<file path="src/rtl/barrel_unrotate_if.sv">
// Handshake bundle between a vector source, barrel_unrotate and its consumer.
// slave is the unrotator's view; master is the source/sink view.
interface barrel_unrotate_if #(
    parameter int unsigned N            = 32,
    parameter int unsigned WIDTH        = 8,
    parameter int unsigned Rotation_wid = $clog2(N)
);
    logic [N*WIDTH-1:0]      ip1;
    logic [Rotation_wid-1:0] rot;
    logic                    start;
    logic                    dpRdy;
    logic [N*WIDTH-1:0]      op;
    logic                    opValid;
    logic                    opRdy;
    logic [15:0]             doneCnt;

    modport slave (
        input  ip1, rot, start, opRdy,
        output dpRdy, op, opValid, doneCnt
    );

    modport master (
        output ip1, rot, start, opRdy,
        input  dpRdy, op, opValid, doneCnt
    );
endinterface

</file>
<file path="src/rtl/barrel_unrotate.sv">
// Pipelined inverse barrel rotator: op word j = ip1 word (j - rot) mod N.
// One register stage per rotation bit; the whole pipe stalls as a unit under backpressure.
module barrel_unrotate #(
    parameter int unsigned N            = 32,
    parameter int unsigned WIDTH        = 8,
    parameter int unsigned Rotation_wid = $clog2(N)
) (
    input logic              clk,
    input logic              rst,
    barrel_unrotate_if.slave bus
);
    localparam int unsigned VecW = N * WIDTH;
    localparam int unsigned Last = Rotation_wid - 1;

    logic        advance;
    logic [15:0] done_cnt_q;

    for (genvar k = 0; k < Rotation_wid; k++) begin : g_stage
        localparam int unsigned Shift = 1 << k;

        logic [VecW-1:0]         src;
        logic [VecW-1:0]         shifted;
        logic [VecW-1:0]         data_q;
        logic [Rotation_wid-1:0] rot_src;
        logic [Rotation_wid-1:0] rot_q;
        logic                    valid_src;
        logic                    valid_q;
        logic                    unused_rot_q;

        if (k == 0) begin : g_head
            assign src       = bus.ip1;
            assign rot_src   = bus.rot;
            assign valid_src = bus.start;
        end else begin : g_body
            assign src       = g_stage[k-1].data_q;
            assign rot_src   = g_stage[k-1].rot_q;
            assign valid_src = g_stage[k-1].valid_q;
        end

        // Output word j takes input word (j - 2^k) mod N.
        for (genvar j = 0; j < N; j++) begin : g_word
            assign shifted[j*WIDTH +: WIDTH] = src[((j + N - Shift) % N)*WIDTH +: WIDTH];
        end

        always_ff @(posedge clk or posedge rst) begin
            if (rst) begin
                data_q  <= '0;
                rot_q   <= '0;
                valid_q <= 1'b0;
            end else if (advance) begin
                data_q  <= rot_src[k] ? shifted : src;
                rot_q   <= rot_src;
                valid_q <= valid_src;
            end
        end

        // Bits already consumed upstream (and all bits in the last stage) are dead here.
        assign unused_rot_q = ^rot_q;
    end

    assign advance = !g_stage[Last].valid_q || bus.opRdy;

    always_ff @(posedge clk or posedge rst) begin
        if (rst) begin
            done_cnt_q <= '0;
        end else if (g_stage[Last].valid_q && bus.opRdy) begin
            done_cnt_q <= done_cnt_q + 16'd1;
        end
    end

    assign bus.dpRdy   = advance;
    assign bus.opValid = g_stage[Last].valid_q;
    assign bus.op      = g_stage[Last].valid_q ? g_stage[Last].data_q : '0;
    assign bus.doneCnt = done_cnt_q;
endmodule
</file>
<file path="src/flat_wrapper.sv">
// flat-port wrapper written by rule: the top's interface ports become plain ports
module barrel_unrotate_flat 
#(
    parameter int unsigned N            = 32,
    parameter int unsigned WIDTH        = 8,
    parameter int unsigned Rotation_wid = $clog2(N)
)
  (clk, rst, bus_ip1, bus_rot, bus_start, bus_opRdy, bus_dpRdy, bus_op, bus_opValid, bus_doneCnt);
  barrel_unrotate_if #(.N(N), .WIDTH(WIDTH), .Rotation_wid(Rotation_wid)) bus_i ();
  input logic clk;
  input logic rst;
  input wire logic [$bits(bus_i.ip1)-1:0] bus_ip1;
  input wire logic [$bits(bus_i.rot)-1:0] bus_rot;
  input wire logic [$bits(bus_i.start)-1:0] bus_start;
  input wire logic [$bits(bus_i.opRdy)-1:0] bus_opRdy;
  output wire logic [$bits(bus_i.dpRdy)-1:0] bus_dpRdy;
  output wire logic [$bits(bus_i.op)-1:0] bus_op;
  output wire logic [$bits(bus_i.opValid)-1:0] bus_opValid;
  output wire logic [$bits(bus_i.doneCnt)-1:0] bus_doneCnt;
  assign bus_i.ip1 = bus_ip1;
  assign bus_i.rot = bus_rot;
  assign bus_i.start = bus_start;
  assign bus_i.opRdy = bus_opRdy;
  assign bus_dpRdy = bus_i.dpRdy;
  assign bus_op = bus_i.op;
  assign bus_opValid = bus_i.opValid;
  assign bus_doneCnt = bus_i.doneCnt;
  barrel_unrotate #(.N(N), .WIDTH(WIDTH), .Rotation_wid(Rotation_wid)) u_core (.clk(clk), .rst(rst), .bus(bus_i));
endmodule
</file>
<file path="config.mk">
export PLATFORM = sky130hd
export DESIGN_NAME = barrel_unrotate_flat
export DESIGN_NICKNAME = d
export VERILOG_FILES = /design/src/rtl/barrel_unrotate_if.sv /design/src/rtl/barrel_unrotate.sv /design/src/flat_wrapper.sv
export SDC_FILE = /design/constraint.sdc
export NUM_CORES = 2
export LEC_CHECK = 0
export BUFFER_PORTS_ARGS = -buffer_cell sky130_fd_sc_hd__clkbuf_2
export CORE_UTILIZATION = 50
export DETAILED_ROUTE_END_ITERATION = 10
export PLACE_DENSITY = 0.67
export REMOVE_ABC_BUFFERS = 1
export SETUP_SLACK_MARGIN = 0.3
export SLEW_MARGIN = 20
export SYNTH_ARGS = -nofsm -noshare
export SYNTH_HDL_FRONTEND = slang
export SYNTH_SLANG_ARGS = --single-unit
</file>
<file path="constraint.sdc">
create_clock -name clk -period 49.3 [get_ports clk]
set_input_delay 0 -clock clk [delete_from_list [all_inputs] [get_ports clk]]
set_output_delay 0 -clock clk [all_outputs]
set_load 0.01 [all_outputs]
</file>
Word-level counts from Yosys, hierarchy flattened --
Index checks and enable logic that the tools add are counted.
Storage, ports and cells: register bits after elaboration 1321, output and inout bits 274
Operators by class: add/subtract/negate cells 1, mux-type cells 6, reductions and logical operators 3
Operators with widths (count):
- two-way mux 256 bit | 6
- adder 16 x 1 -> 16 bit, second input constant | 1
- logical AND 1 bit | 1
- zero test 1 bit | 1
- logical OR 1 bit | 1

Logic depth before layout (Yosys ltp) --
depth after elaboration 2, depth in mapped cells 10

Least setup slack after synthesis --
OpenSTA, ideal clock, no wires.
path type register -> register, start register u_core.g_stage[4].valid_q (netlist: u_core.bus.opValid), end register u_core.g_stage[2].data_q[182], setup time 132 ps, arrival time 1613 ps, data required time 49168 ps, setup slack 47554 ps, stages on the path, launching flop included 11, period minus slack after synthesis 1746 ps, cells stage by stage dfrtp_1 -> buf_4 -> and2b_1 -> buf_6 -> buf_6 -> buf_6 -> buf_6 -> buf_6 -> buf_4 -> nand2_1 -> o21ai_1
On the way: longest elaborated chain between the ends 2
RTL lines:
- start, declared | RTL line barrel_unrotate.sv:27 | logic valid_q;
- start signal, assigned | RTL line barrel_unrotate.sv:53 | valid_q <= valid_src;
- zero test 1 bit | RTL line barrel_unrotate.sv:61 | assign advance = !g_stage[Last].valid_q || bus.opRdy;
- logical OR 1 bit | RTL line barrel_unrotate.sv:61
- end signal, assigned | RTL line barrel_unrotate.sv:51 | data_q <= rot_src[k] ? shifted : src;
- end, declared | RTL line barrel_unrotate.sv:23 | logic [VecW-1:0] data_q;
Every way passes these cells. A chain may end at the register's enable or synchronous reset.

Final worst setup path --
start register u_core.g_stage[4].valid_q (netlist: u_core.bus.opValid), end register u_core.g_stage[3].data_q[223]
On the way: longest elaborated chain between the ends 2
RTL lines (RTL line):
- zero test 1 bit | barrel_unrotate.sv:61
- logical OR 1 bit | barrel_unrotate.sv:61
- end signal, assigned | barrel_unrotate.sv:51
- end, declared | barrel_unrotate.sv:23
Every way passes these cells.

==> results by group <==
Synth
  – Post-synthesis mux area share: 0.2095
  – Post-Synth XOR/XNOR Area: 0.002146
  – Compound-gate portion of the synthesized area: 0.1047
  – Largest family of logic cells by synthesized area: multiplexers
  – Top cell type's share of synthesized area: 0.5360
  – Synth top area cells: dfrtp_1, mux2i_1, o21ai_0
  – Cell taking the most area after synthesis: dfrtp_1
  – Synthesized area: 61210 um^2
  – Synth Area in Simple Gates: 0.1093
  – Synth Area in Adders: 0.0002044
  – Syn avg cell area: 10.28 um^2
  – Post-synthesis instance total: 5954
  – Ys Warns: 0
  – Distinct cell type count after synthesis: 25
  – Yosys reg bits: 1311
  – Sequential cell area fraction in the yosys report: 0.5360

Global routing
  – Top Usage Layer GRT: met2
  – GRT Residual Overflow: 0
  – Met2 usage: 0.3685
  – GR Util met1: 0.3246
  – Initial antenna violation count: 7
  – Vias in the first global route: 43308
  – First-pass GRT wire length: 232.2 mm
  – Gr usage total: 0.2337
  – GR Util met3: 0.03687
  – Largest net degree at the start of global routing: 309

Finish
  – Final instance area: 72930 um^2
  – Area grow syn2layout: 19.15%
  – Fin nets: 6888
  – Sequential Area: 32830 um^2
  – Fillers: 10138
  – Post-Layout Cell Count: 8364
  – Area of the multi-input gates: 26070 um^2
  – Layout cells sized above 1: 0.1230
  – Final Core Density: 0.5999

CTS
  – CTS hold repair buffers: 394
  – Clock latency on the worst-skew pair: 750 ps
  – CTS resizes: 0
  – CTS tree: done
  – CTS Buf Count: 143
  – Clock Tree Buf Depth: 3
  – CTS sink count: 1311
  – CTS H-tree lvls: 4
  – Clock slew at reported path FFs: 60 ps
  – Post-CTS Setup Bufs: 0
  – Cell chosen for the clock root: clkbuf_16

Routing
  – Drt total wl: 144.1 mm
  – DRC violations left: 0
  – Via-to-Cell Ratio: 5.241
  – DRT Pass-1 Iters: 7
  – Antenna Nets Post-Route: 0
  – Iter 0 DRT Violations: 2746
  – Via Count: 43837
  – WL per Instance: 17.23 um

Worst setup path
  – Crit end category: flop
  – Slowest-stage cell, CP: buf_4
  – Max incr delay on CP: 880 ps
  – R2R Setup Slk: 43730 ps
  – Buf/Inv on CP: 4
  – Worst EP arrival: 6120 ps
  – CP Data Required Time: 49850 ps
  – Worst Reg-to-Reg Cells: 6
  – CP Depth: 6
  – CP delay by family, top: buffers and inverters
  – CP Class: flop to flop
  – Crit path max fanout: 308
  – Startpoint Class: flop
  – CP Cell Sequence: and2b_4 > buf_12 > buf_4 > buf_4 > buf_12 > o21ai_0

Outcome
  – Status: finished clean

Die
  – Area of the die: 123800 um^2
  – Die Span Y: 351.9 um
  – Core area: 121600 um^2
  – Top-Level Pins: 539
  – Initial Utilization: 0.5035
  – # rows: 128
  – DIE WIDTH: 351.9 um

STA
  – Fin Hold WS: 106.2 ps
  – Setup Viol. Count Final: 0
  – RSZ-0062 raised after global routing: false
  – Final hold vios: 0
  – Peak Freq: 0.1795 GHz
  – Measured slew at the worst slew-check pin: 1105 ps
  – Setup ws final: 43730 ps
  – Fin crit period: 5571 ps
  – Setup TNS: 0 ps
  – Final period util: 0.1130
  – Relative slew slack: 0.2635
  – Slew Limit Fails: 0
  – Setup Skew: 31.69 ps

Power
  – Clock group share of total power: 0.239
  – Sw Ratio: 0.3677
  – NetSw: 1.662 mW
  – Power consumption: 4.519 mW
  – Combinational share of power: 0.328
  – Reg power frac: 0.433
  – Int Pwr: 2.858 mW
  – VDD IR max: 0.04751 mV
  – Pwr dens: 61.97 nW/um^2
  – Leak pwr: 33.30 nW

Place
  – Dpl cells: 7707
  – Dpl ws: 43840 ps
  – # port buffers: 538
  – GP Congestion: 0.8133
  – Cell area after placement: 64140 um^2
  – Final HPWL from detailed placement: 92.49 mm

Min path
  – Hold path cells: 4
  – Worst min path class: primary input to flop

Job
  – Max cap viols: 0
[kinds of logic after synthesis]
logic type	after synthesis
xor gates and xnor gates	15
muxes	1281
buffers and inverters	464
DFF	1311
and+or+nand+nor	1602
adders and majority gates	1
AOI/OAI and AO/OA	1280
[final cells by class]
| class | count | share of cell area |
|---|---|---|
| repair buffers | 984 | 0.09833 |
| flip-flops and latches | 1311 | 0.4501 |
| clock buffers | 207 | 0.05820 |
| multi-input cells | 4179 | 0.3574 |
| diodes | 6 | 0.0002059 |
| well taps | 1625 | 0.02788 |
| inverters | 3 | 0.0003260 |
| clock inverters | 49 | 0.007532 |
[synth_stat cells]
| master | instances |
|---|---|
| mux2_2 | 1 |
| xnor2_1 | 10 |
| and2_1 | 256 |
| buf_1 | 4 |
| and2b_1 | 1 |
| inv_1 | 2 |
| nor3_1 | 2 |
| ha_1 | 1 |
| o21ai_0 | 1051 |
| nand4_1 | 3 |
| clkbuf_1 | 265 |
| nand2b_1 | 1 |
| and3_1 | 2 |
| dfrtp_1 | 1311 |
| buf_4 | 10 |
| inv_2 | 1 |
| and4_1 | 2 |
| mux2i_1 | 1280 |
| nor2_1 | 3 |
| xor2_1 | 5 |
| o21ai_1 | 229 |
| buf_6 | 53 |
| buf_2 | 129 |
| nand2_1 | 1328 |
| nand3_1 | 4 |
[metal layers]
metal,vias up,wire [um]
met1,20950,66110
met5,-,0
li1,21748,-
met3,299,5520
met4,0,5452
met2,840,67050
[final timing paths]
check | startpoint | endpoint
worst min register to register | u_core.g_stage[0].rot_q[3]$_DFFE_PP0P_ | u_core.g_stage[0].rot_q[3]$_DFFE_PP0P_
min in group asynchronous | rst | u_core.g_stage[4].data_q[32]$_DFFE_PP0P_
worst max register to register | u_core.bus.opValid$_DFFE_PP0P_ | u_core.g_stage[3].data_q[223]$_DFFE_PP0P_
max in group asynchronous | rst | u_core.g_stage[2].data_q[71]$_DFFE_PP0P_
worst min-delay path | bus_ip1[101] | u_core.g_stage[0].data_q[101]$_DFFE_PP0P_
worst max-delay path | u_core.bus.opValid$_DFFE_PP0P_ | u_core.g_stage[3].data_q[223]$_DFFE_PP0P_
[power by group through the flow]
stage               sequential [mW]  clock (mW)  combinational [mW]
finish                         1.96        1.08                1.48
global route                   2.03        1.15                1.68
CTS                            1.96        1.10                1.50
detailed placement             1.97           0                1.47
global placement               1.95           0                1.43
floorplan                      2.05           0                1.80
[state kept, by name, indices dropped and copies added (netlist names)]
name	count
u_core.bus.doneCnt	16
u_core.bus.opValid	1
u_core.g_stage.data_q	1280
u_core.g_stage.rot_q	10
u_core.g_stage.valid_q	4
[worst register-to-register path, delay by kind of cell, from the launching register on]
| family | cells | cell delay (ps) |
|---|---|---|
| AO/OA/AOI/OAI | 1 | 460 |
| AND/OR/NAND/NOR | 1 | 750 |
| flip-flops | 1 | 690 |
| buffers and inverters | 4 | 3480 |
[placed cells by master (no fill, tap or decap), drive strengths merged]
cell type	synthesis	layout
clkinv	0	32
nand3	4	4
o21ai	1280	1280
and2b	1	1
nor3	2	2
buf	196	52
mux2i	1280	1280
dlygate4sd3	0	395
mux2	1	1
and2	256	256
dfrtp	1311	1311
xor2	5	5
nand2b	1	1
diode	0	6
clkbuf	265	744
clkinvlp	0	3
nand4	3	3
and4	2	2
nand2	1328	1328
xnor2	10	10
inv	3	9
and3	2	2
bufinv	0	8
ha	1	1
nor2	3	3
Power figures use the tool's default switching activity.
